===== src/rtl/prio_enc_4x2_seq.sv =====
// Registered event-queuing priority encoder. Request pulses collect in a pending
// vector, and one encoded index is issued per handshake, highest priority first.
module prio_enc_4x2_seq #(
  parameter int N         = 4,
  parameter int IDXW      = 2,
  parameter int MSB_FIRST = 1
) (
  input  logic            clk,
  input  logic            rst,
  input  logic [N-1:0]    i,
  input  logic            clr,
  input  logic            ready,
  output logic [IDXW-1:0] y,
  output logic            valid,
  output logic [N-1:0]    pend,
  output logic            ovf
);

  logic            fire;
  logic            free;
  logic            any_pend;
  logic [IDXW-1:0] sel;
  logic [IDXW-1:0] idx;
  logic [N-1:0]    take;

  assign fire     = valid & ready;
  assign free     = ~valid | fire;
  assign any_pend = |pend;

  // Scan in priority-ascending order so the last set bit seen is the winner.
  always_comb begin
    sel  = '0;
    idx  = '0;
    take = '0;
    for (int unsigned k = 0; k < N; k++) begin
      idx = (MSB_FIRST != 0) ? IDXW'(k) : IDXW'(N - 1 - k);
      if (pend[idx]) sel = idx;
    end
    if (free && any_pend) take[sel] = 1'b1;
  end

  always_ff @(posedge clk or posedge rst) begin
    if (rst) begin
      pend  <= '0;
      y     <= '0;
      valid <= 1'b0;
      ovf   <= 1'b0;
    end else if (clr) begin
      pend  <= '0;
      valid <= 1'b0;
      ovf   <= 1'b0;
    end else begin
      pend <= (pend & ~take) | i;
      ovf  <= |(i & pend & ~take);
      if (free) begin
        valid <= any_pend;
        if (any_pend) y <= sel;
      end
    end
  end

endmodule

===== config.mk =====
export PLATFORM = sky130hd
export DESIGN_NAME = prio_enc_4x2_seq
export DESIGN_NICKNAME = d
export VERILOG_FILES = /design/src/rtl/prio_enc_4x2_seq.sv
export SDC_FILE = /design/constraint.sdc
export NUM_CORES = 1
export LEC_CHECK = 0
export ABC_AREA = 1
export BUFFER_PORTS_ARGS = -buffer_cell sky130_fd_sc_hd__clkbuf_2
export CORE_AREA = 2 2 39 41
export DETAILED_ROUTE_END_ITERATION = 12
export DIE_AREA = 0 0 41 43
export GPL_ROUTABILITY_DRIVEN = 0
export PLACE_DENSITY = 0.62
export SETUP_SLACK_MARGIN = 0.1
export SYNTH_ARGS = -nofsm -noshare
export SYNTH_HDL_FRONTEND = slang
export SYNTH_SLANG_ARGS = --single-unit

===== constraint.sdc =====
create_clock -name clk -period 1.33 [get_ports clk]
set_clock_uncertainty 0.2 [all_clocks]
set_input_delay 0.266 -clock clk [delete_from_list [all_inputs] [get_ports clk]]
set_output_delay 0.266 -clock clk [all_outputs]
set_load 0.005 [all_outputs]

# Word-level counts from Yosys, hierarchy flattened
# Index checks and enable logic that the tools add are counted.
# Widths: inputs -> output; s select.
[op_classes]
order_cmp = 2
n_reduce_logical = 6
n_mux = 10
bitwise_logic = 9
[op_table]
columns = ["op", "n"]
rows = [
  ["$and 4x4->4", 3],
  ["$mux 4", 2],
  ["$reduce_or 4->1", 2],
  ["$mux 1", 5],
  ["$mux 2", 2],
  ["$not 4->4", 1],
  ["$or 4x4->4", 1],
  ["$lt 2x3->1 const B", 1],
  ["$reduce_and 3->1", 1],
  ["$demux 1 s2", 1],
  ["$ge 2x1->1 const B", 1],
  ["$logic_and 1x1->1", 2],
  ["$not 1->1", 2],
  ["$reduce_bool 2->1", 1],
  ["$and 1x1->1", 1],
  ["$or 1x1->1", 1],
]
[totals]
elab_cells = 31
register_bits = 8
input_bits = 8
out_inout_bits = 8

# Logic depth before layout (Yosys ltp)
# Gate-level depths: netlist of the first run.
[depth]
word_depth = 12
ltp_mapped = 7
depth_no_buf = 7

# Worst setup path before layout of the first run
# OpenSTA, ideal clock, no wires.
[synth_path]
path_kind = "flip-flop to flip-flop"
from = "register pend[3]"
to = "register ovf"
synth_period_minus_slack_ns = 1.261
required_ns = 1.009
setup_time_ns = 0.121
n_path_buf = 0
path_slack_ns = 0.069
t_arrival_ns = 0.940
stages_incl_launch_ff = 7
path_cell_list = "dfrtp_1 nor2_2 nand2_1 nor2_2 nor2_1 nor2_1 nor2_1"
[synth_between]
elab_chain_len = 10
elab_cells_between_ends = 14
cone_classes = "order compare (2); mux (5); bitwise (3); reduce/logical (4)"
[synth_rtl]
columns = ["item", "line_no", "source"]
rows = [
  ["from (decl)", "15", "output logic [N-1:0] pend,"],
  ["from (signal assigned)", "53", "pend <= (pend & ~take) | i;"],
  ["$mux 2", "37", "if (pend[idx]) sel = idx;"],
  ["$lt 2x3->1 (not written as such) / $ge 2x1->1 (equally long branches)", "39", "if (free && any_pend) take[sel] = 1'b1;"],
  ["$logic_and 1x1->1 (not written as such)", "39", ""],
  ["$mux 1 (not written as such)", "39", ""],
  ["$demux 1 s2", "39", ""],
  ["$mux 4", "39", ""],
  ["$not 4->4", "54", "ovf <= |(i & pend & ~take);"],
  ["$and 4x4->4 (*)", "54", ""],
  ["$reduce_or 4->1 (*)", "54", ""],
  ["$mux 1 (*)", "48", "end else if (clr) begin"],
  ["to (signal assigned)", "54", ""],
  ["to (decl)", "16", "output logic ovf"],
]
# Every way passes the cells marked *; elsewhere a longest branch is shown, timed or not.
# A chain may end at the register's enable or synchronous reset.

# Worst setup path in the final report of the first run
[layout_path]
from = "register pend[1]"
to = "output pend[1]"
# No word-level cell between the ends.

==> results of run 1 <==
## routing by layer
| metal | global-route usage | part of all wire | vias to the layer above |
|---|---|---|---|
| met1 | 0.144 | 0.40 | 210 |
| met3 | 0.0785 | 0.077 | 2 |
| met5 | 0 | 0 | - |
| li1 | - | - | 218 |
| met2 | 0.203 | 0.51 | 16 |
| met4 | 0.0600 | 0.015 | 0 |
## metrics by stage
| stage | util | hold WS, ns | total power [W] | cells |
|---|---|---|---|---|
| 2_1_floorplan | - | -0.118 | 0.000371 | 55 |
| 3_3_place_gp | 0.374 | 0.0132 | 0.000424 | 87 |
| 3_5_place_dp | 0.374 | 0.0154 | 0.000428 | 87 |
| 4_1_cts | 0.430 | 0.0303 | 0.000640 | 94 |
| 5_1_grt | 0.441 | 0.0510 | 0.000689 | 95 |
| 6_report | 0.441 | 0.0332 | 0.000638 | 95 |
## cells in the mapped netlist
cell,number,area share
o21ai_1,2,0.025
a21oi_1,4,0.049
nor2_2,3,0.046
o21ai_2,1,0.022
dfrtp_1,8,0.49
inv_2,2,0.019
buf_2,1,0.012
nand3_1,3,0.037
nor2_1,10,0.093
o21ai_0,1,0.012
nand2_2,1,0.015
inv_1,7,0.065
nand2_1,12,0.11
## sequential cells by signal, summed over array words and instances, names as in the netlist
signal,flops
pend,4
valid,1
ovf,1
y,2
## cell families after synthesis
group	Yosys count	synth area share
AND/OR/NAND/NOR	29	0.302
buffers and inverters	10	0.0957
flip-flops	8	0.494
AO/OA/AOI/OAI	8	0.108
## cell usage in the layout (no fill, tap or decap), drive strengths merged
| cell type | count |
|---|---|
| a21oi | 4 |
| buf | 7 |
| clkbuf | 17 |
| dfrtp | 8 |
| dlygate4sd3 | 1 |
| inv | 9 |
| nand2 | 13 |
| nand3 | 3 |
| nor2 | 13 |
| o21ai | 4 |
## worst max-delay path by stage
stage | end | from | cells past startpoint
2_1_floorplan | y[0]$_DFFE_PP0P_ | pend[2]$_DFF_PP0_ | 6
3_3_place_gp | y[0]$_DFFE_PP0P_ | pend[2]$_DFF_PP0_ | 6
3_5_place_dp | ovf$_DFF_PP0_ | pend[2]$_DFF_PP0_ | 6
4_1_cts | pend[1] | pend[1]$_DFF_PP0_ | 2
5_1_grt | pend[1] | pend[1]$_DFF_PP0_ | 2
6_report | pend[1] | pend[1]$_DFF_PP0_ | 2
## power breakdown
part | internal, W | leakage [nW] | switching (W)
logic | 0.0000773 | 0.229 | 0.0000855
registers | 0.000270 | 0.100 | 0.0000178
clock network | 0.000103 | 0.0138 | 0.0000840
## area by class of cell
type / count / share of cell area
Inverter: 9 / 0.0553
Clock buffer: 3 / 0.0369
Tap cell: 16 / 0.0328
Multi-Input combinational cell: 37 / 0.314
Sequential cell: 8 / 0.330
Timing Repair Buffer: 22 / 0.232
## timing repair
item                                   CTS  global route
setup endpoints to repair               10            13
gates resized for setup                  7             3
cloned                                   0             0
setup buffers                            3             1
pin swaps                                1             1
endpoints found under the hold margin    8             0
hold buffers                             1             0
## critical path: cells and delay by family (launching register included)
family / cells / cell delay, ns
flip-flops: 1 / 0.41
buffers and inverters: 2 / 0.23
==> impl_metrics.yaml, run 1 <==
place:
  placed_area_sq_um: 518
  hpwl_um: 687
  dp_slack_ns: 0.00749
  io_buffers: 15
timing:
  fin_setup_tns_ns: -0.0626
  tightest_slew_ns: 0.312
  fin_crit_sh: 1.02
  finalCriticalPeriod_ns: 1.36
  slew-limit-headroom: 0.792
  setup_viol: 4
  fin_ws_ns: -0.0321
  rsz0062_at_grt: "yes"
  report.final.slew_viol_count: 0
  clock.fmax_mhz: 734
  finalHoldViolations: 0
outcome:
  violations: "negative setup slack"
  outcome: "finished with violations"
clock_tree:
  clock_sinks: 8
  path_clk_slew_ns: 0.06
  clkLatencyLatePin_ns: 0.25
  htree_levels: 1
  cts_buffer_depth: 2
  cts-root-buf: "clkbuf_4"
  cts_tree: "done"
  numCtsBuffers: 3
cells_and_area:
  antenna_cells: 0
  fin_nets: 89
  area.growth.synth_to_final_pct: 50.6
  regArea_sq_um: 201
  drive_above_1_share: 0.456
  fill_cells: 146
  final_area_sq_um: 611
  multi_input_area_sq_um: 191
critical_path:
  path_max_fanout: 3
  crit_path_top_delay_cell: "dfrtp_1"
  slowest_delay_ns: 0.41
  worstSetupStartpointType: "flip-flop"
  path_class: "flip-flop to output port"
  r2r_start: "pend[3]$_DFF_PP0_"
  cp-end-kind: "output port"
  crit_required_ns: 0.86
  cp.arrival_ns: 0.90
  rrSetupSlack_ns: -0.02
  reg2reg_depth: 7
  r2r-end: "y[0]$_DFFE_PP0P_"
  cp_cell_sequence: "buf_6 > clkbuf_2"
global_routing:
  grt_max_degree: 10
  grt_pass1_vias: 389
  overflow: 0
  grt_pass1_wl_mm: 1.52
  grt_antenna_before_repair: 0
  grt_use_total: 0.134
worst_hold_path:
  min_from: "i[3]"
  hp-class: "primary input to flip-flop"
  whs_path_depth: 3
  worstHoldEndpoint: "pend[3]$_DFF_PP0_"
power:
  leakagePower_nw: 0.343
  ir_drop_mv: 0.603
  power.density_nw_per_um2: 1040
die:
  die_y_um: 43
  die_w_um: 41
  dieArea_sq_um: 1760
  io_pins: 16
  core_area_sq_um: 1380
  start_util: 0.293
  row_count: 14
yosys:
  syn_avg_cell_area_sq_um: 7.37
  synth-seq-cells: 8
  ys_seq_area_frac: 0.494
  yosys_warnings: 0
  postSynthNetCount: 63
  synth_cell_type_count: 13
  netlist_instances: 55
  netlist_area_sq_um: 405
drt:
  viasPerCell: 4.69
  drc: 0
  ant_nets: 0
  wirelength_um: 958
  dr.pass1.iters: 4
  dr.first_iter.drc_count: 8
  wl_per_cell_um: 10.1
  vias: 446
flow_run:
  maxCapViolCount: 0
No activity file was read; power rests on OpenSTA's default activity.
==> run 2, diff against run 1 <==
- clock period: 1.33 -> 1.1 ns (I/O delays scaled with it)
==> impl_metrics.yaml, run 2 (same netlist as run 1, synthesis figures left out) <==
outcome:
  outcome: "finished with violations"
  violations: "negative hold slack, negative setup slack"
clock_tree:
  cts_buffer_depth: 2
  numCtsBuffers: 3
  clkLatencyLatePin_ns: 0.26
  clock_sinks: 8
  cts-root-buf: "clkbuf_4"
  htree_levels: 1
  path_clk_slew_ns: 0.06
  cts_tree: "done"
timing:
  report.final.slew_viol_count: 0
  rsz0062_at_grt: "yes"
  clock.fmax_mhz: 746
  whs_ns: -0.00648
  tightest_slew_ns: 0.307
  fin_crit_sh: 1.22
  slew-limit-headroom: 0.795
  setup_viol: 15
  finalHoldViolations: 2
  fin_ws_ns: -0.241
  finalCriticalPeriod_ns: 1.34
  fin_setup_tns_ns: -2.12
power:
  switching_share: 0.302
  seq_power_share: 0.435
  p_int_w: 0.000559
  p_comb_frac: 0.269
  power.switching_w: 0.000242
  power.density_nw_per_um2: 1270
  clockPowerShare: 0.296
  ir_drop_mv: 0.490
  leakagePower_nw: 0.357
drt:
  dr.pass1.iters: 3
  drc: 0
  wl_per_cell_um: 10.6
  viasPerCell: 4.47
  dr.first_iter.drc_count: 2
  wirelength_mm: 1.03
  ant_nets: 0
  vias: 434
worst_hold_path:
  hp-class: "primary input to flip-flop"
  worstHoldEndpoint: "pend[1]$_DFF_PP0_"
  whs_path_depth: 3
  min_from: "i[1]"
critical_path:
  crit_required_ns: 0.68
  path_max_fanout: 3
  rrSetupSlack_ns: -0.19
  r2r_start: "pend[3]$_DFF_PP0_"
  r2r-end: "y[0]$_DFFE_PP0P_"
  reg2reg_depth: 6
  cp-end-kind: "output port"
  cp.arrival_ns: 0.92
  path_class: "flip-flop to output port"
  worstSetupStartpointType: "flip-flop"
cells_and_area:
  reg.largest.list: "pend: 4 flops, y: 2 flops"
  area.growth.synth_to_final_pct: 55.6
  top_register: "pend"
  drive_above_1_share: 0.481
  layout_commonest_cell: "clkbuf_2"
  largest_reg_flops: 4
  final_cell_mix: "15 x clkbuf_2, 10 x nor2_1, 9 x nand2_1"
  antenna_cells: 0
  fin_nets: 91
  stdcell_count: 97
place:
  hpwl_um: 667
  dp.cells: 90
  io_buffers: 15
die:
  start_util: 0.293
  die_w_um: 41
  core_area_sq_um: 1380
  dieArea_sq_um: 1760
  row_count: 14
  die_y_um: 43
  io_pins: 16
global_routing:
  gr-usage-met1: 0.146
  grt_antenna_before_repair: 0
  grtUsageMet3: 0.0471
  grt_max_degree: 10
  met2_usage: 0.200
  grt_pass1_vias: 378
  grt_use_total: 0.131
  overflow: 0
  grt_pass1_wl_mm: 1.50
  grt.busiest_layer: "met2"
flow_run:
  maxCapViolCount: 0
-- run 2: cell types whose count changed in the layout (fill, tap and decap cells not counted), sizes merged --
cell,change
clkbuf,+1
buf,+1
-- run 2: worst max path at each step --
stage | depth (start not counted) | to | from
3_5_place_dp | 6 | y[0]$_DFFE_PP0P_ | pend[2]$_DFF_PP0_
2_1_floorplan | 6 | y[0]$_DFFE_PP0P_ | pend[2]$_DFF_PP0_
5_1_grt | 6 | y[0]$_DFFE_PP0P_ | pend[3]$_DFF_PP0_
6_report | 2 | pend[1] | pend[1]$_DFF_PP0_
4_1_cts | 2 | pend[2] | pend[2]$_DFF_PP0_
3_3_place_gp | 6 | y[0]$_DFFE_PP0P_ | pend[2]$_DFF_PP0_
-- run 2: what timing repair did --
| item | CTS | global route |
|---|---|---|
| pin swaps | 5 | 3 |
| resized for setup | 9 | 2 |
| endpoints found under the setup margin | 16 | 16 |
| buffers inserted | 2 | 1 |
| hold buffers | 1 | 0 |
| hold endpoints to repair | 11 | 0 |
-- run 2: worst max-delay path, cell delays in order (launching register included) --
cell and delay [ns]:
dfrtp_1 0.42, buf_6 0.14, clkbuf_2 0.10
-- run 2: area by class of cell --
class | instances | area (sq um)
clock buffers | 3 | 22.5
fillers | 150 | 753
well taps | 16 | 20.0
repair buffers | 24 | 160
flip-flops and latches | 8 | 200
inverters | 9 | 33.8
multi-input cells | 37 | 194
-- run 2: metal layers --
layer	vias to the layer above	wire [um]	part of all wire
met5	-	0	0
met4	0	26	0.025
met3	4	43	0.042
met2	13	532	0.52
met1	198	424	0.41
li1	219	-	-
-- run 2: power by group through the flow --
stage / combinational, W / sequential [W] / clock [W]
after global placement: 0.000175 / 0.000349 / 0
after CTS: 0.000207 / 0.000348 / 0.000243
after detailed placement: 0.000176 / 0.000351 / 0
after global routing: 0.000244 / 0.000354 / 0.000258
final: 0.000215 / 0.000348 / 0.000237
after floorplan: 0.0000925 / 0.000356 / 0
-- run 2: through the flow --
step                      power (W)  cell area (sq um)  utilization  worst slack, ns
after global routing       0.000856                631        0.456           -0.274
after floorplan            0.000448                413            -           -0.141
after CTS                  0.000798                617        0.446           -0.238
after detailed placement   0.000527                541        0.391           -0.171
after global placement     0.000524                541        0.391           -0.148
final                      0.000801                631        0.456           -0.241
